File: config.mk
export PLATFORM = sky130hd
export DESIGN_NAME = muldiv_hilo
export DESIGN_NICKNAME = d
export VERILOG_FILES = /design/src/rtl/muldiv_hilo.sv
export SDC_FILE = /design/constraint.sdc
export NUM_CORES = 2
export LEC_CHECK = 0
export CORE_MARGIN = 10
export CORE_UTILIZATION = 50
export DETAILED_ROUTE_END_ITERATION = 6
export PLACE_DENSITY_LB_ADDON = 0.05
export REMOVE_ABC_BUFFERS = 1
export SLEW_MARGIN = 20
export SYNTH_ARGS = -nofsm -noshare
export SYNTH_HDL_FRONTEND = slang
export SYNTH_SLANG_ARGS = --single-unit
File: constraint.sdc
create_clock -name clk -period 12.1 [get_ports clk]
set_input_delay 2.42 -clock clk [delete_from_list [all_inputs] [get_ports clk]]
set_output_delay 2.42 -clock clk [all_outputs]
set_load 0.01 [all_outputs]
File: src/rtl/muldiv_hilo.sv
// muldiv_hilo: multi-cycle MULT/MULTU/DIV/DIVU/MTHI/MTLO unit owning HI/LO
//   clk, reset (async, active-high)
//   start/op/a/b : request, sampled only while idle; op 6/7 are ignored
//   flush        : abandons an in-flight operation without touching HI/LO
//   busy/done    : operation in progress / one-cycle pulse once HI/LO hold the result
//   hi/lo        : architectural HI/LO registers
module muldiv_hilo #(
    parameter int WIDTH    = 32,
    parameter int MUL_LAT  = 3,
    parameter int DIV_STEP = 1
) (
    input  logic             clk,
    input  logic             reset,
    input  logic             start,
    input  logic [2:0]       op,
    input  logic [WIDTH-1:0] a,
    input  logic [WIDTH-1:0] b,
    input  logic             flush,
    output logic             busy,
    output logic             done,
    output logic [WIDTH-1:0] hi,
    output logic [WIDTH-1:0] lo
);
    localparam int DIV_ITER = WIDTH / DIV_STEP;
    localparam int CW = $clog2((MUL_LAT > DIV_ITER ? MUL_LAT : DIV_ITER) + 1);

    typedef enum logic [1:0] {IDLE, MUL, DIV, FIX} state_t;

    state_t             state, state_n;
    logic [CW-1:0]      cnt;
    logic [2*WIDTH-1:0] prod, a_ext, b_ext;
    logic [WIDTH-1:0]   rem, rem_n, quo, quo_n, dvs, sp_hi, sp_lo, a_abs, b_abs;
    logic [WIDTH:0]     t;
    logic               neg_q, neg_r, sp, acc, sgn, last, done_n;

    assign busy   = state != IDLE;
    assign acc    = start && !busy && !flush && !(op[2] && op[1]);
    assign sgn    = !op[0];
    assign last   = cnt == CW'(1);
    assign a_abs  = sgn && a[WIDTH-1] ? -a : a;
    assign b_abs  = sgn && b[WIDTH-1] ? -b : b;
    assign a_ext  = {{WIDTH{sgn & a[WIDTH-1]}}, a};
    assign b_ext  = {{WIDTH{sgn & b[WIDTH-1]}}, b};
    assign done_n = (acc && op[2]) || (!flush && ((state == MUL && last) || state == FIX));

    always_ff @(posedge clk or posedge reset) begin
        if (reset) state <= IDLE;
        else       state <= state_n;
    end

    always_comb begin
        state_n = state;
        case (state)
            IDLE:    state_n = !acc || op[2] ? IDLE : op[1] ? DIV : MUL;
            MUL:     state_n = last ? IDLE : MUL;
            DIV:     state_n = last ? FIX : DIV;
            default: state_n = IDLE;
        endcase
        if (busy && flush) state_n = IDLE;
    end

    // Restoring division, DIV_STEP quotient bits per cycle, MSB first.
    // The dividend is shifted out of quo while quotient bits are shifted in.
    always_comb begin
        rem_n = rem;
        quo_n = quo;
        t     = '0;
        for (int i = 0; i < DIV_STEP; i++) begin
            t     = {rem_n, quo_n[WIDTH-1]};
            quo_n = {quo_n[WIDTH-2:0], 1'b0};
            if (t >= {1'b0, dvs}) begin
                t        = t - {1'b0, dvs};
                quo_n[0] = 1'b1;
            end
            rem_n = t[WIDTH-1:0];
        end
    end

    always_ff @(posedge clk or posedge reset) begin
        if (reset) begin
            done  <= 1'b0;
            hi    <= '0;
            lo    <= '0;
            cnt   <= '0;
            prod  <= '0;
            rem   <= '0;
            quo   <= '0;
            dvs   <= '0;
            neg_q <= 1'b0;
            neg_r <= 1'b0;
            sp    <= 1'b0;
            sp_hi <= '0;
            sp_lo <= '0;
        end else begin
            done <= done_n;
            if (acc) begin
                if (op == 3'd4) hi <= a;
                if (op == 3'd5) lo <= a;
                cnt   <= op[1] ? CW'(DIV_ITER) : CW'(MUL_LAT);
                prod  <= a_ext * b_ext;
                rem   <= '0;
                quo   <= a_abs;
                dvs   <= b_abs;
                neg_q <= sgn && (a[WIDTH-1] ^ b[WIDTH-1]);
                neg_r <= sgn && a[WIDTH-1];
                // Divide-by-zero and signed overflow bypass the sign fix-up; the divider still runs its full length.
                sp    <= b == '0 || (sgn && a == {1'b1, {(WIDTH-1){1'b0}}} && b == '1);
                sp_hi <= b == '0 ? a : '0;
                sp_lo <= b == '0 ? '1 : a;
            end
            if (state == MUL || state == DIV) cnt <= cnt - CW'(1);
            if (state == DIV) begin
                rem <= rem_n;
                quo <= quo_n;
            end
            if (!flush && state == MUL && last) {hi, lo} <= prod;
            if (!flush && state == FIX) begin
                hi <= sp ? sp_hi : neg_r ? -rem : rem;
                lo <= sp ? sp_lo : neg_q ? -quo : quo;
            end
        end
    end
endmodule

# Word level (Yosys, flattened, before mapping)

Index checks and enable logic that the tools add are counted.

Register bits after elaboration: 300
Input bits: 71

Add/sub/neg operators: 6
Multipliers: 1
Order comparisons: 1
Eq/ne operators: 8
Muxes and demuxes: 31
Bitwise logic cells: 3
Reductions and logical operators: 36

Operators with widths:

| operator             | number |
|---|---|
| $mux 32              | 21 |
| $neg 32->32          | 4 |
| $eq 32x32->1 const B | 2 |
| $mul 33x33->64       | 1 |
| $ge 33x32->1         | 1 |
| $logic_not 32->1     | 1 |
| $sub 32x32->32       | 1 |
| $mux 6               | 3 |
| $logic_and 1x1->1    | 16 |
| $reduce_bool 3->1    | 3 |
| $eq 3x3->1 const B   | 2 |
| $eq 6x1->1 const B   | 1 |
| $mux 2               | 3 |
| $pmux 2 s3           | 1 |
| $reduce_bool 2->1    | 3 |
| $sub 6x1->6 const B  | 1 |
| $logic_not 1->1      | 5 |
| $logic_or 1x1->1     | 5 |
| $eq 2x2->1 const B   | 2 |
| $reduce_and 2->1     | 2 |
| $mux 1               | 3 |
| $and 1x1->1          | 2 |
| $eq 2x1->1 const B   | 1 |
| $logic_not 2->1      | 1 |
| $xor 1x1->1          | 1 |

# Logic depth before layout (Yosys ltp)

Depth after elaboration: 10
Depth in mapped cells: 34

# Worst setup path after synthesis

No wires, ideal clock.

Path kind: input port to flip-flop
From: input port a[31]
To: register prod[63]
Library setup time: 0.082 ns
Arrival time: 10.897 ns
Data required time: 12.018 ns
Path slack: 1.121 ns
Stages on the path: 30
Cell sequence: clkbuf_1 -> nor2b_1 -> clkbuf_1 -> clkbuf_1 -> clkbuf_1 -> clkbuf_1 -> nand2_1 -> inv_1 -> fa_1 -> fa_1 -> fa_1 -> inv_1 -> fa_1 -> inv_1 -> fa_1 -> fa_1 -> inv_1 -> fa_1 -> fa_1 -> inv_1 -> ha_1 -> a21o_1 -> a21o_1 -> a31o_2 -> a31o_2 -> nand2b_1 -> o211a_1 -> a31oi_1 -> or3_1 -> a31oi_1

Word-level cells in the longest chain between the ends: 2

RTL lines:

| what                 | line | RTL |
|---|---|---|
| start, declared      | 16   | `input logic [WIDTH-1:0] a,` |
| $and 1x1->1          | 42   | `assign a_ext = {{WIDTH{sgn & a[WIDTH-1]}}, a};` |
| $mul 33x33->64 *     | 100  | `prod <= a_ext * b_ext;` |
| end signal, assigned | 100  |  |
| end, declared        | 31   | `logic [2*WIDTH-1:0] prod, a_ext, b_ext;` |

Every way passes the cells marked *; elsewhere a longest branch is shown, timed or not.
A chain may end at the register's enable or synchronous reset.

# Final worst setup path

From: input port b[10]
To: register prod[63]

Word-level cells in the longest chain between the ends: 1

RTL lines:

| what            | line | RTL |
|---|---|---|
| start, declared | 17   | `input logic [WIDTH-1:0] b,` |
| $mul 33x33->64  | 100  |  |

No other way between the ends.

==> implementation parameters <==
Parameter                              Value

Route
  Number of remaining DRC errors    0
  Post-DR vias/cell    5.56
  Detailed-route via count    43000
  Total wire length after detailed routing    175000 um
  Routed len/inst    22.6 um
  Drt pass-1 iters    6
  Antenna-violating nets left    0
  Initial detailed-routing violation count    3111

Clock network
  Number of buffers on the longest clock path    3
  Number of clock sinks    300
  Total clock buffers created by CTS    36
  CTS tree    yes
  Resized cells post-CTS    0
  Cell at the root of the clock tree    clkbuf_16
  Total setup buffers inserted after CTS    0
  Number of buffers added to fix hold violations after cts    0
  Number of levels in the clock H-tree    2
  Later-pin clock latency in the skew report    0.57 ns
  Clock transition at the registers of the reported paths    0.06 ns

Critical path
  Startpoint of the worst register-to-register path    rem[19]
  Category of the most critical setup path    in2reg
  Setup slack, reg-to-reg    7.90 ns
  Crit path from    b[10]
  Kind of capture point of the worst setup path    register
  Termination of the worst setup path    prod[63]
  Arrival time of the worst setup path    11.17 ns
  FF-to-FF path depth    9
  Critical Path Fanout Max    19
  Worst stage delay on the critical path    0.99 ns
  WP data required    12.58 ns
  Slowest stage cell on the critical path    clkdlybuf4s50_1
  Worst reg2reg endpoint    rem[22]
  Worst Setup Start Kind    primary input
  Cell occurring most often along the worst timing path    fa_1

Run
  Max capacitance violation total    0

GRT
  Initial antenna violation count    6
  Global routing's busiest layer    met2
  GR Util met2    0.452
  Aggregate global routing overflow    0
  Largest net degree at the start of global routing    107
  Global router's overall resource usage    0.283
  Vias in the first global route    45600
  Met1 Resource Use GR    0.392
  Wire length of the first global-routing pass    275000 um
  Met3 capacity usage during global routing    0.0424

Logic synthesis
  Yosys warning total    0
  Top cell type's share of synthesized area    0.405
  Number of synthesized register bits    300
  EDFF count, synth    0
  Share of flip-flops with an asynchronous set or reset after synthesis    1.00
  Cell taking the most area after synthesis    fa_1
  Area of the mapped netlist    0.0556 mm2
  Synthesized instance count    6354
  Register area share after synthesis    0.135
  Post-synth top flop    dfrtp_1
  Post-synthesis cell type count    70
  Mean cell area of the mapped netlist    8.76 um2
  Main area contributors after synthesis    fa_1 41%, dfrtp_1 13%, nand2_1 7.8%, inv_1 7.8%, ha_1 5.8%

Outcome
  Run status    complete, no violations

Layout
  Share of post-route cells with drive strength above 1    0.0411
  Multi-input combinational cell area    0.0423 mm2
  Number of nets in the final layout    7666
  Area occupied by registers    0.00751 mm2
  Number of filler cells placed in the layout    10500
  Syn-to-layout area delta    6.38%

Timing
  Slew margin rel.    0.237
  Period utilization    0.883
  F_max    0.0936 GHz
  Slew at the pin with the worst max-slew slack    1.14 ns
  Hold Violations, Final    0
  Final-layout setup total negative slack    0 ns
  Smallest hold slack    0.465 ns
  Pins over their slew limit    0
  RSZ-0062 raised after global routing    false
  Count of final setup violators    0
  Minimum period implied by the final worst setup slack    10.68 ns
  Post-Route Skew    0.0317 ns

Floorplan
  Chip Width    354 um
  Row cnt    122
  Initial core utilization    0.504
  Number of placed I/O pins    137
  Overall die area    0.125 mm2
  Die height    354 um
  Area of the core    0.111 mm2

Place
  Placed wire-length estimate after detailed placement    139000 um
  Placer Congestion    0.912
  Number of input and output port buffers inserted    136

Hold path
  Kind of path behind the tightest hold check    reg2reg
[worst min-delay path by stage]
stage / cells past startpoint / from / to
final: 2 / sp_lo[19] / sp_lo[19]
after global routing: 2 / sp_lo[31] / sp_lo[31]
after CTS: 2 / sp_lo[31] / sp_lo[31]
after detailed placement: 2 / sp_lo[27] / sp_lo[27]
after global placement: 2 / sp_lo[23] / sp_lo[23]
after floorplan: 2 / sp_lo[31] / sp_lo[31]
[synth_stat cells (all sizes together) (41+ instances only)]
| master | number |
|---|---|
| a211oi | 100 |
| nand3 | 66 |
| and2 | 410 |
| clkbuf | 389 |
| a21o | 43 |
| ha | 257 |
| a21oi | 184 |
| buf | 41 |
| o31ai | 74 |
| nor2 | 191 |
| xnor2 | 97 |
| dfrtp | 300 |
| o21ai | 292 |
| nand2 | 1155 |
| xor2 | 119 |
| inv | 1154 |
| fa | 1126 |
[layer usage]
layer  wire (um)  share of wire
met5          45        0.00026
met2       79700           0.46
met1       76100           0.44
met3       11600          0.066
met4        7370          0.042
[cells by family after synthesis]
logic type	count (synthesis)	synth area share
compound gates	845	0.0940
xor+xnor	216	0.0340
fa+ha+maj	1383	0.463
buf+inv	1584	0.107
flops	300	0.135
mux	15	0.00281
simple gates	2011	0.164
[cell type report]
type,instances,area share
antenna,2,0.0000845
clock inverter,10,0.00197
sequential,300,0.127
multi-input combinational,4470,0.714
inverter,1154,0.0733
clock buffer,52,0.0180
timing repair buffer,250,0.0341
tap,1488,0.0314
[sequential cells by signal, indices dropped and copies added, names as in the netlist]
register / flops
prod: 64
dvs: 32
hi: 32
lo: 32
quo: 32
rem: 32
sp_hi: 32
sp_lo: 32
cnt: 6
state: 2
done: 1
neg_q: 1
neg_r: 1
sp: 1
[metrics by stage]
stage,area (um2),std cells,setup slack (ns),utilization
finish,59200,7726,1.42,0.536
global route,59200,7724,1.10,0.536
CTS,59200,7724,1.47,0.536
detailed placement,58000,7662,0.883,0.525
global placement,58000,7662,0.895,0.525
floorplan,54000,5924,1.01,-
[cell usage in the layout (no fill, tap or decap), drive strengths merged, types with 13 or more instances in the layout]
cell type         n
a21oi           184
dfrtp           300
inv            1154
fa             1126
o21ai           292
nor2b            17
nor2            191
or4              17
a21o             43
nor3             35
o211ai           32
nand3            66
xor2            119
a31oi            29
clkdlybuf4s50    86
o31ai            74
and2            410
nand2b           22
buf             164
xnor2            97
nand4            28
nand2          1155
a211oi          100
clkbuf           52
ha              257
or3              20
o21bai           13
o21a             16
o41ai            17
[critical path, delay by kind of cell]
| kind | cells | cell delay, ns |
|---|---|---|
| fa+ha+maj | 9 | 4.25 |
| buf+inv | 6 | 1.60 |
| compound gates | 8 | 2.23 |
| simple gates | 3 | 0.61 |
Power is not shown: default switching activity piles up to over one toggle a cycle in this logic, so the estimate is an artifact.
